`src/rtl/alu_pkg.sv`:
```
// Shared types and defaults for the accumulate stage behind the 4-bit add/sub datapath.
package alu_pkg;

    localparam int unsigned WIDTH_DEF = 4;
    localparam int unsigned CNT_W_DEF = 8;

    // Flags travel with the result; the result itself stays WIDTH-parameterised at each use.
    typedef struct packed {
        logic carry;
        logic zero;
        logic overflow;
    } flags_t;

    typedef enum logic {
        StEmpty = 1'b0,
        StFull  = 1'b1
    } out_state_e;

endpackage

```
`src/rtl/acc_addsub.sv`:
```
// Combinational add/sub with carry, zero and signed-overflow flags.
module acc_addsub
    import alu_pkg::*;
#(
    parameter int unsigned WIDTH = WIDTH_DEF
) (
    input  logic [WIDTH-1:0] i_a,
    input  logic [WIDTH-1:0] i_b,
    input  logic             i_sub,
    output logic [WIDTH-1:0] o_result,
    output flags_t           o_flags
);

    logic [WIDTH-1:0] w_bext;
    logic [WIDTH:0]   w_sum;

    always_comb begin
        w_bext   = i_b ^ {WIDTH{i_sub}};
        w_sum    = {1'b0, i_a} + {1'b0, w_bext} + {{WIDTH{1'b0}}, i_sub};
        o_result = w_sum[WIDTH-1:0];
        o_flags.carry    = w_sum[WIDTH];
        o_flags.zero     = (w_sum[WIDTH-1:0] == '0);
        o_flags.overflow = (i_a[WIDTH-1] == w_bext[WIDTH-1]) &&
                           (w_sum[WIDTH-1] != i_a[WIDTH-1]);
    end

endmodule

```
`src/rtl/alu_acc.sv`:
```
// Registered accumulate stage with valid/ready output, sticky overflow and op counter.
module alu_acc
    import alu_pkg::*;
#(
    parameter int unsigned WIDTH = WIDTH_DEF,
    parameter int unsigned CNT_W = CNT_W_DEF
) (
    input  logic             clk,
    input  logic             rst,
    input  logic             in_valid,
    output logic             in_ready,
    input  logic [WIDTH-1:0] in_b,
    input  logic             in_sub,
    input  logic             in_clr,
    output logic             out_valid,
    input  logic             out_ready,
    output logic [WIDTH-1:0] out_result,
    output logic             out_carry,
    output logic             out_zero,
    output logic             out_overflow,
    output logic             sticky_ovf,
    output logic [CNT_W-1:0] op_count
);

    logic [WIDTH-1:0] r_acc;
    logic [WIDTH-1:0] r_result;
    flags_t           r_flags;
    logic             r_sticky;
    logic [CNT_W-1:0] r_op_count;
    out_state_e       r_state;
    out_state_e       w_state_next;

    logic             w_accept;
    logic             w_consume;
    logic [WIDTH-1:0] w_add_result;
    flags_t           w_add_flags;
    logic [WIDTH-1:0] w_ld_result;
    flags_t           w_ld_flags;
    logic [CNT_W-1:0] w_count_inc;

    acc_addsub #(
        .WIDTH (WIDTH)
    ) u_addsub (
        .i_a      (r_acc),
        .i_b      (in_b),
        .i_sub    (in_sub),
        .o_result (w_add_result),
        .o_flags  (w_add_flags)
    );

    always_comb begin
        out_valid = (r_state == StFull);
        in_ready  = !out_valid || out_ready;
        w_accept  = in_valid && in_ready;
        w_consume = out_valid && out_ready;
    end

    // A clear loads the operand directly; carry and overflow are forced low.
    always_comb begin
        w_ld_result = w_add_result;
        w_ld_flags  = w_add_flags;
        if (in_clr) begin
            w_ld_result         = in_b;
            w_ld_flags.carry    = 1'b0;
            w_ld_flags.zero     = (in_b == '0);
            w_ld_flags.overflow = 1'b0;
        end
        w_count_inc = (&r_op_count) ? r_op_count : r_op_count + CNT_W'(1);
    end

    always_comb begin
        w_state_next = r_state;
        unique case (r_state)
            StEmpty: if (w_accept) w_state_next = StFull;
            StFull:  if (w_consume && !w_accept) w_state_next = StEmpty;
            default: w_state_next = StEmpty;
        endcase
    end

    always_ff @(posedge clk) begin
        if (rst) begin
            r_state    <= StEmpty;
            r_acc      <= '0;
            r_result   <= '0;
            r_flags    <= '0;
            r_sticky   <= 1'b0;
            r_op_count <= '0;
        end else begin
            r_state <= w_state_next;
            if (w_accept) begin
                r_acc    <= w_ld_result;
                r_result <= w_ld_result;
                r_flags  <= w_ld_flags;
                if (in_clr) begin
                    r_sticky   <= 1'b0;
                    r_op_count <= CNT_W'(1);
                end else begin
                    r_sticky   <= r_sticky | w_add_flags.overflow;
                    r_op_count <= w_count_inc;
                end
            end
        end
    end

    always_comb begin
        out_result   = r_result;
        out_carry    = r_flags.carry;
        out_zero     = r_flags.zero;
        out_overflow = r_flags.overflow;
        sticky_ovf   = r_sticky;
        op_count     = r_op_count;
    end

endmodule

```
`config.mk`:
```
export PLATFORM = sky130hd
export DESIGN_NAME = alu_acc
export DESIGN_NICKNAME = d
export VERILOG_FILES = /design/src/rtl/alu_pkg.sv /design/src/rtl/acc_addsub.sv /design/src/rtl/alu_acc.sv
export SDC_FILE = /design/constraint.sdc
export NUM_CORES = 1
export LEC_CHECK = 0
export BUFFER_PORTS_ARGS = -buffer_cell sky130_fd_sc_hd__buf_2
export CORE_MARGIN = 1
export CORE_UTILIZATION = 35
export DETAILED_ROUTE_END_ITERATION = 10
export GPL_ROUTABILITY_DRIVEN = 0
export SKIP_CTS_REPAIR_TIMING = 1
export SLEW_MARGIN = 10
export SYNTH_ARGS = -nofsm -noshare
export SYNTH_HDL_FRONTEND = slang
export SYNTH_SLANG_ARGS = --single-unit
```
`constraint.sdc`:
```
create_clock -name clk -period 2.68 [get_ports clk]
set_clock_uncertainty 0.2 [all_clocks]
set_input_delay 0.402 -clock clk [delete_from_list [all_inputs] [get_ports clk]]
set_output_delay 0.402 -clock clk [all_outputs]
set_load 0.02 [all_outputs]
```
## Yosys cells after proc, flatten, opt, wreduce, memory -nomap -nowiden

Index checks and enable logic that the tools add are counted.

- Register bits: 17
- Latch bits: 0
- Memory bits (writable): 0
- Bits in read-only memories: 0
- Input port bits: 10
- Output and inout bits: 18
- Word-level logic and storage cells: 35
- Memories: 0

- Add/sub/neg operators: 3
- Multipliers: 0
- Div/mod/pow operators: 0
- Magnitude comparators: 0
- Eq/ne operators: 3
- Shifts and indexed selects: 0
- Mux-type cells: 8
- Bitwise operators: 3
- Reduce and logical (&&, ||, !) cells: 11

Operator list:

| kind | count |
|---|---|
| two-way mux 8 bit | 2 |
| adder 8 x 1 -> 8 bit, second input constant | 1 |
| logical NOT 4 bit | 2 |
| AND reduction 8 bit | 1 |
| adder 4 x 4 -> 5 bit | 1 |
| adder 5 x 1 -> 5 bit | 1 |
| logical AND 1 bit | 4 |
| two-way mux 4 bit | 1 |
| XOR 4 bit | 1 |
| two-way mux 1 bit | 3 |
| two-way mux 3 bit | 1 |
| logical NOT 1 bit | 2 |
| != test 2 bit, second input constant | 1 |
| case mux 1 bit (2 select lines) | 1 |
| AND reduction 2 bit | 1 |
| equality test 1 bit | 1 |
| logical OR 1 bit | 1 |
| != test 1 bit | 1 |
| NOT 1 bit | 1 |
| bitwise OR 1 bit | 1 |

## Logic depth before layout (Yosys ltp)

- Depth after elaboration: 7
- Depth in mapped cells: 7
- Mapped depth without buffers: 7

## By module

From an unflattened synthesis, not the netlist that was laid out.

- Cell total of the unflattened synthesis: 115
- Area, all modules: 1051.0 µm²

Modules (own cells, without submodules):

| module | times used | cells an instance | area an instance (µm²) | sequential area each (µm²) |
|---|---|---|---|---|
| alu_acc | 1 | 92 | 819.5 | 340.3 |
| acc_addsub | 1 | 23 | 231.5 | 0.0 |

## Least setup slack after synthesis

OpenSTA, ideal clock, no wires.

- Path kind: flip-flop to flip-flop
- From: register out_result[0] (netlist name)
- To: register r_flags (netlist bit out_carry)
- Library setup time: 0.071 ns
- Arrival time: 1.640 ns
- Required time: 2.409 ns
- Path slack: 0.769 ns
- Cell stages (with the launch flop): 7
- Path buffers: 0
- Clock period less this slack: 1.911 ns
- Cells stage by stage: dfxtp_1 > mux2i_1 > fa_1 > nor2b_1 > o21ai_0 > a211o_1 > a21oi_1

RTL lines:

| what | line | text |
|---|---|---|
| end signal: assignment | alu_acc.sv:93 | `r_flags <= w_ld_flags;` |
| end: declaration | alu_acc.sv:27 | `flags_t r_flags;` |

## Worst setup path in the final report

- From: register r_op_count[0] (netlist: op_count[0])
- To: register r_op_count[4] (netlist: op_count[4])

- Cells in the longest elaborated chain, start to end: 3
- Elaborated cells on any way between the ends: 6
- Those cells by class: add/sub (1); eq/ne (1); mux (2); reduce/logical (2)

Ends and longest elaborated chain:

| what | line | text |
|---|---|---|
| start: declaration | alu_acc.sv:29 | `logic [CNT_W-1:0] r_op_count;` |
| start signal: assignment | alu_acc.sv:99 | `r_op_count <= w_count_inc;` |
| adder 8 x 1 -> 8 bit / AND reduction 8 bit (equally long branches) | alu_acc.sv:68 | `w_count_inc = (&r_op_count) ? r_op_count : r_op_count + CNT_W'(1);` |
| two-way mux 8 bit / != test 2 bit (equally long branches) | -- |  |
| two-way mux 8 bit / AND reduction 2 bit (equally long branches) | -- |  |

Several ways; a longest one is shown, not always the timed one. The select of a mux whose other input is x is not followed.
A chain may end at the register's enable or synchronous reset.

==> results_dict.tcl <==
set metrics [dict create \
    path_buf_inv 0 \
    die_area_um2 3110 \
    slowest_delay_ns 0.49 \
    core-area_um2 2760 \
    slew_violations 0 \
    seqCellArea_um2 340 \
    setup_viol 0 \
    first_pass_iters 4 \
    rows 19 \
    ys_types 36 \
    num_vias 952 \
    crit_start "op_count[0]" \
    yosysWarnings 0 \
    dp_slack_ns 0.536 \
    synth_area_leaders "dfxtp_1, ha_1, xor2_1" \
    synth_simple_gate_area_frac 0.240 \
    tightest_slew_ns 0.531 \
    synthCells 119 \
    final_design_area_no_fill_um2 1210 \
    synth-compound-area-share 0.200 \
    place_area_um2 1180 \
    rsz0062_at_grt "no" \
    worstPathMaxFanout 8 \
    cp_cell_sequence "ha_1 -> nand3_1 -> o311ai_2 -> o21ai_0 -> a21oi_1" \
    crit_path_start_kind "flop" \
    slowest_stage "o311ai_2" \
    clk_pin_slew_ns 0.11 \
    rr_worst_depth 5 \
    min_period_over_period 0.724 \
    antenna_cells 0 \
    drt-total-wl_mm 2.30 \
    finalSetupTns_ns 0 \
    worstSetupPathType "flop to flop" \
    grt_max_degree 16 \
    drt-wirelength-per-cell_um 12.8 \
    powerDensity_nw_per_um2 463 \
    antenna_found_initial 0 \
    synth_top_family_by_area "simple AND/OR/NAND/NOR gates" \
    timing.rr.end "op_count[4]" \
    min-delay-start "in_b[0]" \
    fin_nets 165 \
    avgSynthCellArea_um2 8.52 \
    synth_nets 135 \
    async_flop_share 0 \
    peakVddDrop_mv 0.273 \
    critPathTopFamily "compound AO/OA/AOI/OAI gates" \
    io_buffers 27 \
    drtAntennaViolNets 0 \
    die-height_um 55.8 \
    max_freq_mhz 515 \
    slew_headroom 0.645 \
    min_period_ns 1.94 \
    drive_above_1_share 0.257 \
    start_util 0.368 \
    crit_required_ns 2.70 \
    hold_violations 0 \
    overflow 0 \
    worstPathArrival_ns 1.96 \
    drt_iter0_drc 19 \
    cts.sinks 17 \
    r2r_start "op_count[0]" \
    synth_xor_area_frac 0.0605 \
    drv_cap 0 \
    reg2reg_slack_ns 0.74 \
    dp_hpwl_mm 1.77 \
    n_fill_cell 295 \
    synth_largest_area_cell "dfxtp_1" \
    worst_slack_ns 0.740 \
    ys_seq_elements 17 \
    clk_latency_ns 0.29 \
    hold_class "input port to flop" \
    power_uw 559 \
    via_per_inst 5.32 \
    outcome "finished, final reports clean" \
    synth_area_um2 1010 \
    cts_buffers 3 \
    htreeDepth 1 \
    cts_buffer_depth 2 \
    fin_util 0.438 \
    multi_input_area_um2 639 \
    area_delta_synth_final_pct 19.1 \
    yosys.area_share.adder 0.0815 \
    cp-end-kind "flop" \
    synth_edf_count 0 \
    path_depth 5 \
    grtUsageTotal 0.154 \
    cts_root_buf "clkbuf_4" \
    leakagePower_uw 0.000519 \
    grt_pass1_wl_mm 3.84 \
    synth_top_area_frac 0.336 \
    ys.flop_type "dfxtp_1" \
    cts_tree "built" \
    first_global_vias 877 \
    drc 0 \
    die-width_um 55.8 \
    ys_seq_area_frac 0.336 \
    synth_mux_area_frac 0.0494 \
    crit_end "op_count[4]" \
    boundaryPins 28 \
]
sequential cells by signal (all words and copies together) (netlist names):
register	flops
op_count	8
out_result	4
out_zero	1
out_valid	1
sticky_ovf	1
out_overflow	1
out_carry	1
cells by family (layout without fill, tap and decap cells):
family / count (synthesis) / after routing
flops: 17 / 17
mux: 5 / 5
simple gates: 45 / 45
xor+xnor: 7 / 7
fa+ha+maj: 6 / 6
buf+inv: 9 / 38
compound gates: 30 / 30
Yosys cell counts, types with 2 or more instances:
cell type / n
dfxtp_1: 17
nand2_1: 10
a21oi_1: 9
nor2_1: 8
xor2_1: 7
ha_1: 5
inv_1: 5
mux2i_1: 5
nor4_1: 5
o21ai_0: 5
nand3_1: 4
a211oi_1: 3
nand2b_1: 3
nor2b_1: 3
nor3_1: 3
or3_1: 3
a21o_1: 2
a32o_1: 2
clkbuf_1: 2
o21ai_1: 2
placed cells by master, fill, tap and decap left out, types with 7 or more instances in the layout:
| master | instances |
|---|---|
| buf_2 | 27 |
| dfxtp_1 | 17 |
| nand2_1 | 10 |
| a21oi_1 | 9 |
| nor2_1 | 8 |
| xor2_1 | 7 |
stage by stage:
stage,hold slack (ns),cells
floorplan,0.335,119
global placement,0.244,175
detailed placement,0.258,175
CTS,0.184,179
global route,0.217,179
finish,0.192,179
cell type report:
class,count,area share
flip-flops and latches,17,0.282
clock inverters,1,0.00415
inverters,7,0.0218
clock buffers,3,0.0187
multi-input cells,93,0.530
well taps,31,0.0321
repair buffers,27,0.112
worst min-delay path by stage:
| stage | end | slack [ns] | cells after the start |
|---|---|---|---|
| after CTS | out_result[0] | 0.18 | 3 |
| after floorplan | out_carry | 0.33 | 2 |
| after global placement | out_carry | 0.24 | 2 |
| after global routing | out_result[0] | 0.22 | 3 |
| after detailed placement | out_carry | 0.26 | 2 |
| final | out_result[0] | 0.19 | 3 |
power by group:
part	switching [uW]	internal, uW
Sequential	11.4	264
Combinational	84.8	53.7
Clock	90.3	55.5
Total	187	373
metal layers:
metal,routed length (um),GRT usage,vias up
li1,-,-,488
met1,1120,0.213,444
met2,1070,0.241,18
met3,93,0.0372,2
met4,13,0.0453,0
met5,0,0,-
worst min-delay path: stages:
cell	delay [ns]
buf_2	0.14
nand2_1	0.06
a21oi_1	0.05
No activity file was read; power rests on OpenSTA's default activity.
